==> src/rtl/stream_consumer_pkg.sv <==
// Shared definitions for the stream consumer: widths, channel encodings,
// the FIFO entry layout and a saturating counter helper.
package stream_consumer_pkg;

  localparam int ADDRESS_WIDTH    = 32;
  localparam int ID_WIDTH         = 8;
  localparam int ADDR_STRIDE      = 4;
  localparam int DROP_COUNT_WIDTH = 8;

  typedef enum logic {
    CH1 = 1'b0,
    CH2 = 1'b1
  } channel_e;

  typedef struct packed {
    logic [ADDRESS_WIDTH-1:0] address;
    logic [ID_WIDTH-1:0]      id;
    logic                     kill;
  } entry_t;

  // Adds 0..2 to the drop counter, sticking at the all-ones value.
  function automatic logic [DROP_COUNT_WIDTH-1:0] sat_add(
    input logic [DROP_COUNT_WIDTH-1:0] value,
    input logic [1:0]                  inc
  );
    logic [DROP_COUNT_WIDTH:0] sum;
    sum = {1'b0, value} + {{(DROP_COUNT_WIDTH-1){1'b0}}, inc};
    return sum[DROP_COUNT_WIDTH] ? '1 : sum[DROP_COUNT_WIDTH-1:0];
  endfunction

endpackage

==> src/rtl/stream_consumer_flush_fifo.sv <==
// flush_fifo: DEPTH-entry circular FIFO whose entries carry a kill bit.
// A flush marks every occupied entry with a matching id; a beat pushed on
// the flush edge with a matching id is written already killed.
import stream_consumer_pkg::*;

module flush_fifo #(
  parameter  int DEPTH = 4,
  localparam int PW    = $clog2(DEPTH),
  localparam int CW    = PW + 1
) (
  input  logic                     clk,
  input  logic                     reset_n,
  input  logic                     push,
  input  logic [ADDRESS_WIDTH-1:0] push_address,
  input  logic [ID_WIDTH-1:0]      push_id,
  input  logic                     pop,
  input  logic                     flush,
  input  logic [ID_WIDTH-1:0]      flush_id,
  output entry_t                   head,
  output logic [CW-1:0]            count
);

  entry_t          mem [DEPTH];
  logic [PW-1:0]   rd_ptr;
  logic [PW-1:0]   wr_ptr;
  logic            full;
  logic            empty;
  logic            do_push;
  logic            do_pop;
  logic [DEPTH-1:0] occupied;
  logic [PW-1:0]   offset;

  assign full    = (count == CW'(DEPTH));
  assign empty   = (count == '0);
  assign do_push = push && !full;
  assign do_pop  = pop && !empty;
  assign head    = mem[rd_ptr];

  // Occupancy mask for flush marking; the entry leaving this edge is excluded.
  always_comb begin
    occupied = '0;
    offset   = '0;
    for (int unsigned i = 0; i < DEPTH; i++) begin
      offset      = PW'(i) - rd_ptr;
      occupied[i] = ({1'b0, offset} < count) && !(do_pop && (PW'(i) == rd_ptr));
    end
  end

  // Pointer and occupancy bookkeeping.
  always_ff @(posedge clk) begin
    if (!reset_n) begin
      rd_ptr <= '0;
      wr_ptr <= '0;
      count  <= '0;
    end else begin
      if (do_push) wr_ptr <= wr_ptr + PW'(1);
      if (do_pop)  rd_ptr <= rd_ptr + PW'(1);
      case ({do_push, do_pop})
        2'b10:   count <= count + CW'(1);
        2'b01:   count <= count - CW'(1);
        default: count <= count;
      endcase
    end
  end

  // Entry storage: write on push, kill-mark on flush.
  always_ff @(posedge clk) begin
    if (!reset_n) begin
      for (int unsigned i = 0; i < DEPTH; i++) mem[i].kill <= 1'b0;
    end else begin
      if (flush) begin
        for (int unsigned i = 0; i < DEPTH; i++) begin
          if (occupied[i] && (mem[i].id == flush_id)) mem[i].kill <= 1'b1;
        end
      end
      if (do_push) begin
        mem[wr_ptr] <= '{address: push_address,
                         id:      push_id,
                         kill:    flush && (push_id == flush_id)};
      end
    end
  end

endmodule

==> src/rtl/stream_consumer.sv <==
// stream_consumer: buffers two producer address streams, cancels beats on
// id-matched flush requests and merges the survivors round-robin onto one
// ready/valid output. Optional sequence checker: CONSUMER_SEQ_CHECK_EN.
import stream_consumer_pkg::*;

module stream_consumer #(
  parameter  int DEPTH = 4,
  localparam int CW    = $clog2(DEPTH) + 1
) (
  input  logic                        clk,
  input  logic                        reset_n,
  input  logic [ADDRESS_WIDTH-1:0]    in_address_1,
  input  logic [ID_WIDTH-1:0]         in_id_1,
  input  logic                        in_valid_1,
  output logic                        out_stall_1,
  input  logic                        flush_1,
  input  logic [ID_WIDTH-1:0]         flush_id_1,
  input  logic [ADDRESS_WIDTH-1:0]    in_address_2,
  input  logic [ID_WIDTH-1:0]         in_id_2,
  input  logic                        in_valid_2,
  output logic                        out_stall_2,
  input  logic                        flush_2,
  input  logic [ID_WIDTH-1:0]         flush_id_2,
  output logic [ADDRESS_WIDTH-1:0]    out_address,
  output logic [ID_WIDTH-1:0]         out_id,
  output logic                        out_channel,
  output logic                        out_valid,
  input  logic                        in_ready,
`ifdef CONSUMER_SEQ_CHECK_EN
  output logic                        seq_error,
`endif
  output logic [DROP_COUNT_WIDTH-1:0] drop_count
);

  entry_t        head_1, head_2, sel;
  logic [CW-1:0] count_1, count_2;
  logic          live_1, live_2;
  logic          disc_1, disc_2;
  logic          pop_1, pop_2;
  logic          handshake;
  channel_e      grant, last_grant, hold_ch;
  logic          hold_valid;

  flush_fifo #(.DEPTH(DEPTH)) u_fifo_1 (
    .clk          (clk),
    .reset_n      (reset_n),
    .push         (in_valid_1),
    .push_address (in_address_1),
    .push_id      (in_id_1),
    .pop          (pop_1),
    .flush        (flush_1),
    .flush_id     (flush_id_1),
    .head         (head_1),
    .count        (count_1)
  );

  flush_fifo #(.DEPTH(DEPTH)) u_fifo_2 (
    .clk          (clk),
    .reset_n      (reset_n),
    .push         (in_valid_2),
    .push_address (in_address_2),
    .push_id      (in_id_2),
    .pop          (pop_2),
    .flush        (flush_2),
    .flush_id     (flush_id_2),
    .head         (head_2),
    .count        (count_2)
  );

  assign out_stall_1 = (count_1 == CW'(DEPTH));
  assign out_stall_2 = (count_2 == CW'(DEPTH));

  // Arbitration, output mux and pop generation.
  // A beat presented without ready keeps its grant while it stays live, so a
  // newly live channel cannot swap the presented beat out from under the sink.
  always_comb begin
    live_1 = (count_1 != '0) && !head_1.kill;
    live_2 = (count_2 != '0) && !head_2.kill;
    disc_1 = (count_1 != '0) && head_1.kill;
    disc_2 = (count_2 != '0) && head_2.kill;

    if (hold_valid && ((hold_ch == CH1) ? live_1 : live_2)) grant = hold_ch;
    else if (live_1 && live_2) grant = (last_grant == CH1) ? CH2 : CH1;
    else if (live_2)           grant = CH2;
    else                       grant = CH1;

    sel         = (grant == CH2) ? head_2 : head_1;
    out_valid   = (grant == CH2) ? live_2 : live_1;
    out_address = sel.address;
    out_id      = sel.id;
    out_channel = grant;
    handshake   = out_valid && in_ready;
    pop_1       = (handshake && (grant == CH1)) || disc_1;
    pop_2       = (handshake && (grant == CH2)) || disc_2;
  end

  // Round-robin history, grant hold and drop counter.
  always_ff @(posedge clk) begin
    if (!reset_n) begin
      last_grant <= CH2;
      hold_valid <= 1'b0;
      hold_ch    <= CH1;
      drop_count <= '0;
    end else begin
      if (handshake) last_grant <= grant;
      hold_valid <= out_valid && !in_ready;
      hold_ch    <= grant;
      drop_count <= sat_add(drop_count, {1'b0, disc_1} + {1'b0, disc_2});
    end
  end

`ifdef CONSUMER_SEQ_CHECK_EN
  logic [ADDRESS_WIDTH-1:0] prev_1, prev_2;
  logic                     have_1, have_2;
  logic                     acc_1, acc_2;

  assign acc_1 = in_valid_1 && !out_stall_1;
  assign acc_2 = in_valid_2 && !out_stall_2;

  // Per-channel stride check on every accepted beat, sticky error flag.
  always_ff @(posedge clk) begin
    if (!reset_n) begin
      prev_1    <= '0;
      prev_2    <= '0;
      have_1    <= 1'b0;
      have_2    <= 1'b0;
      seq_error <= 1'b0;
    end else begin
      if (acc_1) begin
        prev_1 <= in_address_1;
        have_1 <= 1'b1;
        if (have_1 && (in_address_1 != prev_1 + ADDRESS_WIDTH'(ADDR_STRIDE))) seq_error <= 1'b1;
      end
      if (acc_2) begin
        prev_2 <= in_address_2;
        have_2 <= 1'b1;
        if (have_2 && (in_address_2 != prev_2 + ADDRESS_WIDTH'(ADDR_STRIDE))) seq_error <= 1'b1;
      end
    end
  end
`endif

endmodule

==> config.mk <==
export PLATFORM = sky130hd
export DESIGN_NAME = stream_consumer
export DESIGN_NICKNAME = d
export VERILOG_FILES = /design/src/rtl/stream_consumer_pkg.sv /design/src/rtl/stream_consumer_flush_fifo.sv /design/src/rtl/stream_consumer.sv
export SDC_FILE = /design/constraint.sdc
export NUM_CORES = 1
export LEC_CHECK = 0
export CAP_MARGIN = 40
export CELL_PAD_IN_SITES_DETAIL_PLACEMENT = 1
export CELL_PAD_IN_SITES_GLOBAL_PLACEMENT = 2
export CORE_ASPECT_RATIO = 1.1
export CORE_MARGIN = 2
export CORE_UTILIZATION = 35
export DETAILED_ROUTE_END_ITERATION = 6
export GPL_TIMING_DRIVEN = 0
export PLACE_DENSITY_LB_ADDON = 0.1
export SETUP_SLACK_MARGIN = 0.5
export SYNTH_ARGS = -nofsm -noshare
export SYNTH_HDL_FRONTEND = slang
export SYNTH_SLANG_ARGS = --single-unit
==> constraint.sdc <==
create_clock -name clk -period 4.5 [get_ports clk]
set_input_delay 0.9 -clock clk [delete_from_list [all_inputs] [get_ports clk]]
set_output_delay 0.9 -clock clk [all_outputs]
set_load 0.01 [all_outputs]
## Word level (Yosys, flattened, before mapping)

Memory sizes are Yosys's and may differ from the RTL's. A register that Yosys moved wholly into a read port is not among the register bits.
Cells that the tools add are included.
Widths: inputs -> output; s select.

| cells by class | value |
|---|---|
| multiplexer cells | 61 |
| equal/unequal tests | 22 |
| $add $sub $neg | 18 |
| bitwise logic cells | 9 |
| order comparisons | 8 |
| reduce and logical (&&, ||, !) cells | 65 |

Operators with widths:

| kind | number |
|---|---|
| $eq 8x8->1 | 10 |
| $mux 1 | 53 |
| $mux 41 | 1 |
| $logic_and 1x1->1 | 40 |
| $lt 2x3->1 | 8 |
| $logic_not 1->1 | 15 |
| $pmux 3 s2 | 2 |
| $add 8x2->9 | 1 |
| $add 2x1->2 const B | 4 |
| $eq 2x2->1 const A | 4 |
| $mux 2 | 4 |
| $mux 8 | 1 |
| $or 1x1->1 | 8 |
| $sub 1x2->2 const A | 4 |
| $sub 2x2->2 const A | 4 |
| $add 3x1->3 const B | 2 |
| $eq 3x3->1 const B | 2 |
| $logic_not 3->1 | 2 |
| $reduce_bool 3->1 | 2 |
| $sub 3x1->3 const B | 2 |
| $eq 1x2->1 const A | 2 |
| $eq 2x1->1 const B | 2 |
| $eq 2x2->1 const B | 2 |
| $logic_not 2->1 | 2 |
| other kinds (4) | 6 |

| word-level totals | value |
|---|---|
| bits in writable memories | 328 |
| memories kept | 2 |
| bits of input ports | 103 |
| register bits | 25 |

Memories:

| name | depth | bits a word | rd ports | clocked after memory_dff | write ports | RTL line | text |
|---|---|---|---|---|---|---|---|
| u_fifo_1.mem | 4 | 41 | 5 | 1 | 5 | stream_consumer_flush_fifo.sv:23 | `entry_t mem [DEPTH];` |
| u_fifo_2.mem | 4 | 41 | 5 | 1 | 5 | stream_consumer_flush_fifo.sv:23 |  |

## Depth between registers and ports, before layout

| depth | value |
|---|---|
| depth after elaboration | 19 |
| mapped depth | 11 |
| gate-level depth less buffers | 10 |

## Cells and area by module

From an unflattened synthesis, not the netlist that was laid out.

| second synthesis, totals | value |
|---|---|
| cell total of the unflattened synthesis | 846 |
| area total of the unflattened synthesis | 15582.4 um^2 |

Modules (own cells, without submodules):

| module | area an instance (um^2) | cells each | times used |
|---|---|---|---|
| flush_fifo at u_fifo_1 | 7191.9 | 374 | 1 |
| flush_fifo at u_fifo_2 | 7168.1 | 368 | 1 |
| stream_consumer | 1222.4 | 104 | 1 |

## Worst setup path before layout

No wires, ideal clock.

| timing | value |
|---|---|
| kind | in2reg |
| start point | in reset_n |
| end point | mem u_fifo_1.mem[3][10] (netlist name), enable pin |
| stages | 3 |
| data required time | 4.061 ns |
| data arrival time | 3.178 ns |
| slack | 0.884 ns |
| cell sequence | clkbuf_1 clkinv_1 nor2_1 |

RTL lines:

| element | RTL line | text |
|---|---|---|
| from (decl) | stream_consumer.sv:11 | `input logic reset_n,` |
| to (decl) | stream_consumer_flush_fifo.sv:23 |  |

==> impl_metrics.json <==
{
  "h-tree-depth": 2,
  "regArea_um2": 10400,
  "post_drt_wl_per_cell_um": 23.4,
  "num-fill-cells": 4149,
  "timing.final.crit_share": 0.900,
  "nNetsFinal": 1182,
  "cts_root_buf": "clkbuf_16",
  "ys.flop_type": "edfxtp_1",
  "skew_ps": 12.6,
  "grt_antenna_before_repair": 2,
  "grtUsageMet3": 0.0318,
  "start_util": 0.357,
  "die_h_um": 222,
  "synth_common_cells": "edfxtp_1 (322), mux4_2 (82), xnor2_1 (63), clkbuf_1 (43), mux2_2 (40)",
  "crit_required_ps": 3600,
  "crit_chain": "buf_4, mux4_2, a2111o_1, nand2_4, buf_8, mux2_2, clkdlybuf4s50_1",
  "gp_congestion": 0.729,
  "first_pass_iters": 4,
  "numCtsBuffers": 40,
  "hp-class": "reg -> reg",
  "syn_inst": 843,
  "met2_usage": 0.305,
  "busiest_layer": "met2",
  "drcViolationCount": 0,
  "dpl_cell_area_um2": 17500,
  "gr-total-overflow": 0,
  "grt_start_max_net_pins": 44,
  "routed_via_density": 4.97,
  "maxCapViolCount": 0,
  "synth_enable_flop_cells": 322,
  "timing.slew.headroom": 0.439,
  "multi_input_area_um2": 4510,
  "setup_ws_ps": 452,
  "synth_area_leaders": "edfxtp_1 (64%), mux4_2 (12%), dfxtp_1 (4.6%)",
  "clk_pin_slew_ps": 60,
  "crit_fanout": 10,
  "grt_pass1_wl_mm": 58.3,
  "grt_usage": 0.175,
  "cp-start-kind": "register",
  "die-area_um2": 45000,
  "outcome": "completed",
  "r2r_slack_ps": 1590,
  "ios": 155,
  "timing.fmax_mhz": 247,
  "use_met1": 0.221,
  "synth_area_leader_cell": "edfxtp_1",
  "cts_tree": "built",
  "netlist_area_um2": 15200,
  "wirelength_mm": 38.5,
  "port_buffers": 138,
  "ys_async_sr_fraction": 0,
  "rows": 79,
  "drive_gt1_frac": 0.212,
  "cellPowerDensity_nw_per_um2": 556,
  "whs_ps": 528,
  "p_leak_nw": 6.24,
  "vias": 8178,
  "layout_min_cycle_time_ps": 4050,
  "dp_slack_ps": 394,
  "ant_nets": 0,
  "first_global_vias": 9140,
  "ys_ff_latch": 357,
  "crit_path_end_kind": "output pin",
  "clk_latency_ps": 550,
  "setup_violations": 0,
  "synth_top_area_frac": 0.638,
  "crit_type": "reg -> out",
  "clockBufferDepth": 3,
  "worstMarginPinSlew_ps": 842,
  "cts.sink_count": 357,
  "dieWidth_um": 202,
  "synth.distinct_cells": 55,
  "final_core_util": 0.444,
  "cp_top_family": "multiplexers",
  "ys_warn_count": 0,
  "cp_num_buf_inv": 3,
  "ir_drop_mv": 0.306,
  "area_growth_syn_to_layout_pct": 24.4,
  "synth-seq-area-share": 0.684,
  "synth_nets": 976,
  "arrival_ps": 3150,
  "coreArea_um2": 42500,
  "finish.instance_area_um2": 18900,
  "finalHoldViolCount": 0,
  "drtIter0Drc": 357,
  "critical-path-max-stage-delay_ps": 520,
  "worst_path_max_delay_cell": "mux4_2",
  "synthMostInstantiatedCell": "edfxtp_1",
  "syn-mean-instance-area_um2": 18.0,
  "setup_tns_ps": 0,
  "post-dp-hpwl_mm": 26.7,
  "maxSlewViolCount": 0,
  "grt_setup_unrepaired": "true"
}
## cells in the final DEF (no fill, tap or decap), types with 10 or more instances in the layout
| cell type | instances |
|---|---|
| mux4_2 | 82 |
| nand4_1 | 12 |
| buf_4 | 11 |
| clkbuf_16 | 41 |
| inv_1 | 23 |
| a21oi_1 | 18 |
| clkbuf_1 | 43 |
| dlymetal6s2s_1 | 17 |
| clkbuf_2 | 10 |
| mux2_2 | 40 |
| nor2_1 | 23 |
| xor2_1 | 28 |
| dfxtp_1 | 35 |
| nand3_1 | 14 |
| clkinv_1 | 12 |
| edfxtp_1 | 322 |
| nand2_1 | 21 |
| ha_1 | 27 |
| clkdlybuf4s50_1 | 118 |
| xnor2_1 | 63 |
## per-layer routing
metal	wire length, um	up-vias
met1	16400	4243
li1	-	3726
met3	1490	57
met5	10	-
met2	19800	150
met4	871	2
## power breakdown
part	leakage, nW	switching [mW]	internal (mW)
combinational	2.46	1.69	1.92
sequential	3.21	0.0954	3.85
clock	0.563	1.27	1.66
## final cells by class
class	instances	share of cell area
antenna	1	0.000133
buffer	50	0.0142
clock buffer	51	0.0564
clock inverter	18	0.00445
inverter	27	0.00537
multi-input combinational	409	0.239
sequential	357	0.550
tap	567	0.0376
timing repair buffer	164	0.0931
## worst paths after layout
kind	from	to	cells after the start
hold / removal	last_grant	last_grant	1
setup / recovery	register	out_address[0]	7
hold reg to reg	last_grant	last_grant	1
setup reg to reg	register	u_fifo_2.count[2]	12
## kinds of logic after synthesis
kind of cell / after synthesis / share of synthesized area
XOR/XNOR: 91 / 0.0526
AO/OA/AOI/OAI: 53 / 0.0259
adder cells (fa/ha/maj): 30 / 0.0263
flip-flops: 357 / 0.684
AND/OR/NAND/NOR: 109 / 0.0368
multiplexers: 126 / 0.154
buffers and inverters: 77 / 0.0201
## sequential cells by signal (all words and copies together) (netlist names), named ones only
signal           flops
u_fifo_1.wr_ptr      2
u_fifo_2.count       3
u_fifo_2.rd_ptr      2
u_fifo_2.wr_ptr      2
hold_ch              1
hold_valid           1
u_fifo_2.mem       164
drop_count           8
u_fifo_1.rd_ptr      2
u_fifo_1.mem       164
last_grant           1
u_fifo_1.count       3
## what timing repair did
action,CTS,global route
setup buffers,2,8
hold buffers,0,0
pin swaps,1,1
setup endpoints to repair,40,37
resized for setup,25,23
hold endpoints to repair,0,0
## per-stage QoR
stage | power [mW] | std cells
4_1_cts | 10.6 | 1635
2_1_floorplan | 5.96 | 843
3_3_place_gp | 7.45 | 1548
6_report | 10.5 | 1644
5_1_grt | 11.0 | 1643
3_5_place_dp | 7.55 | 1564
Power figures use the tool's default switching activity.
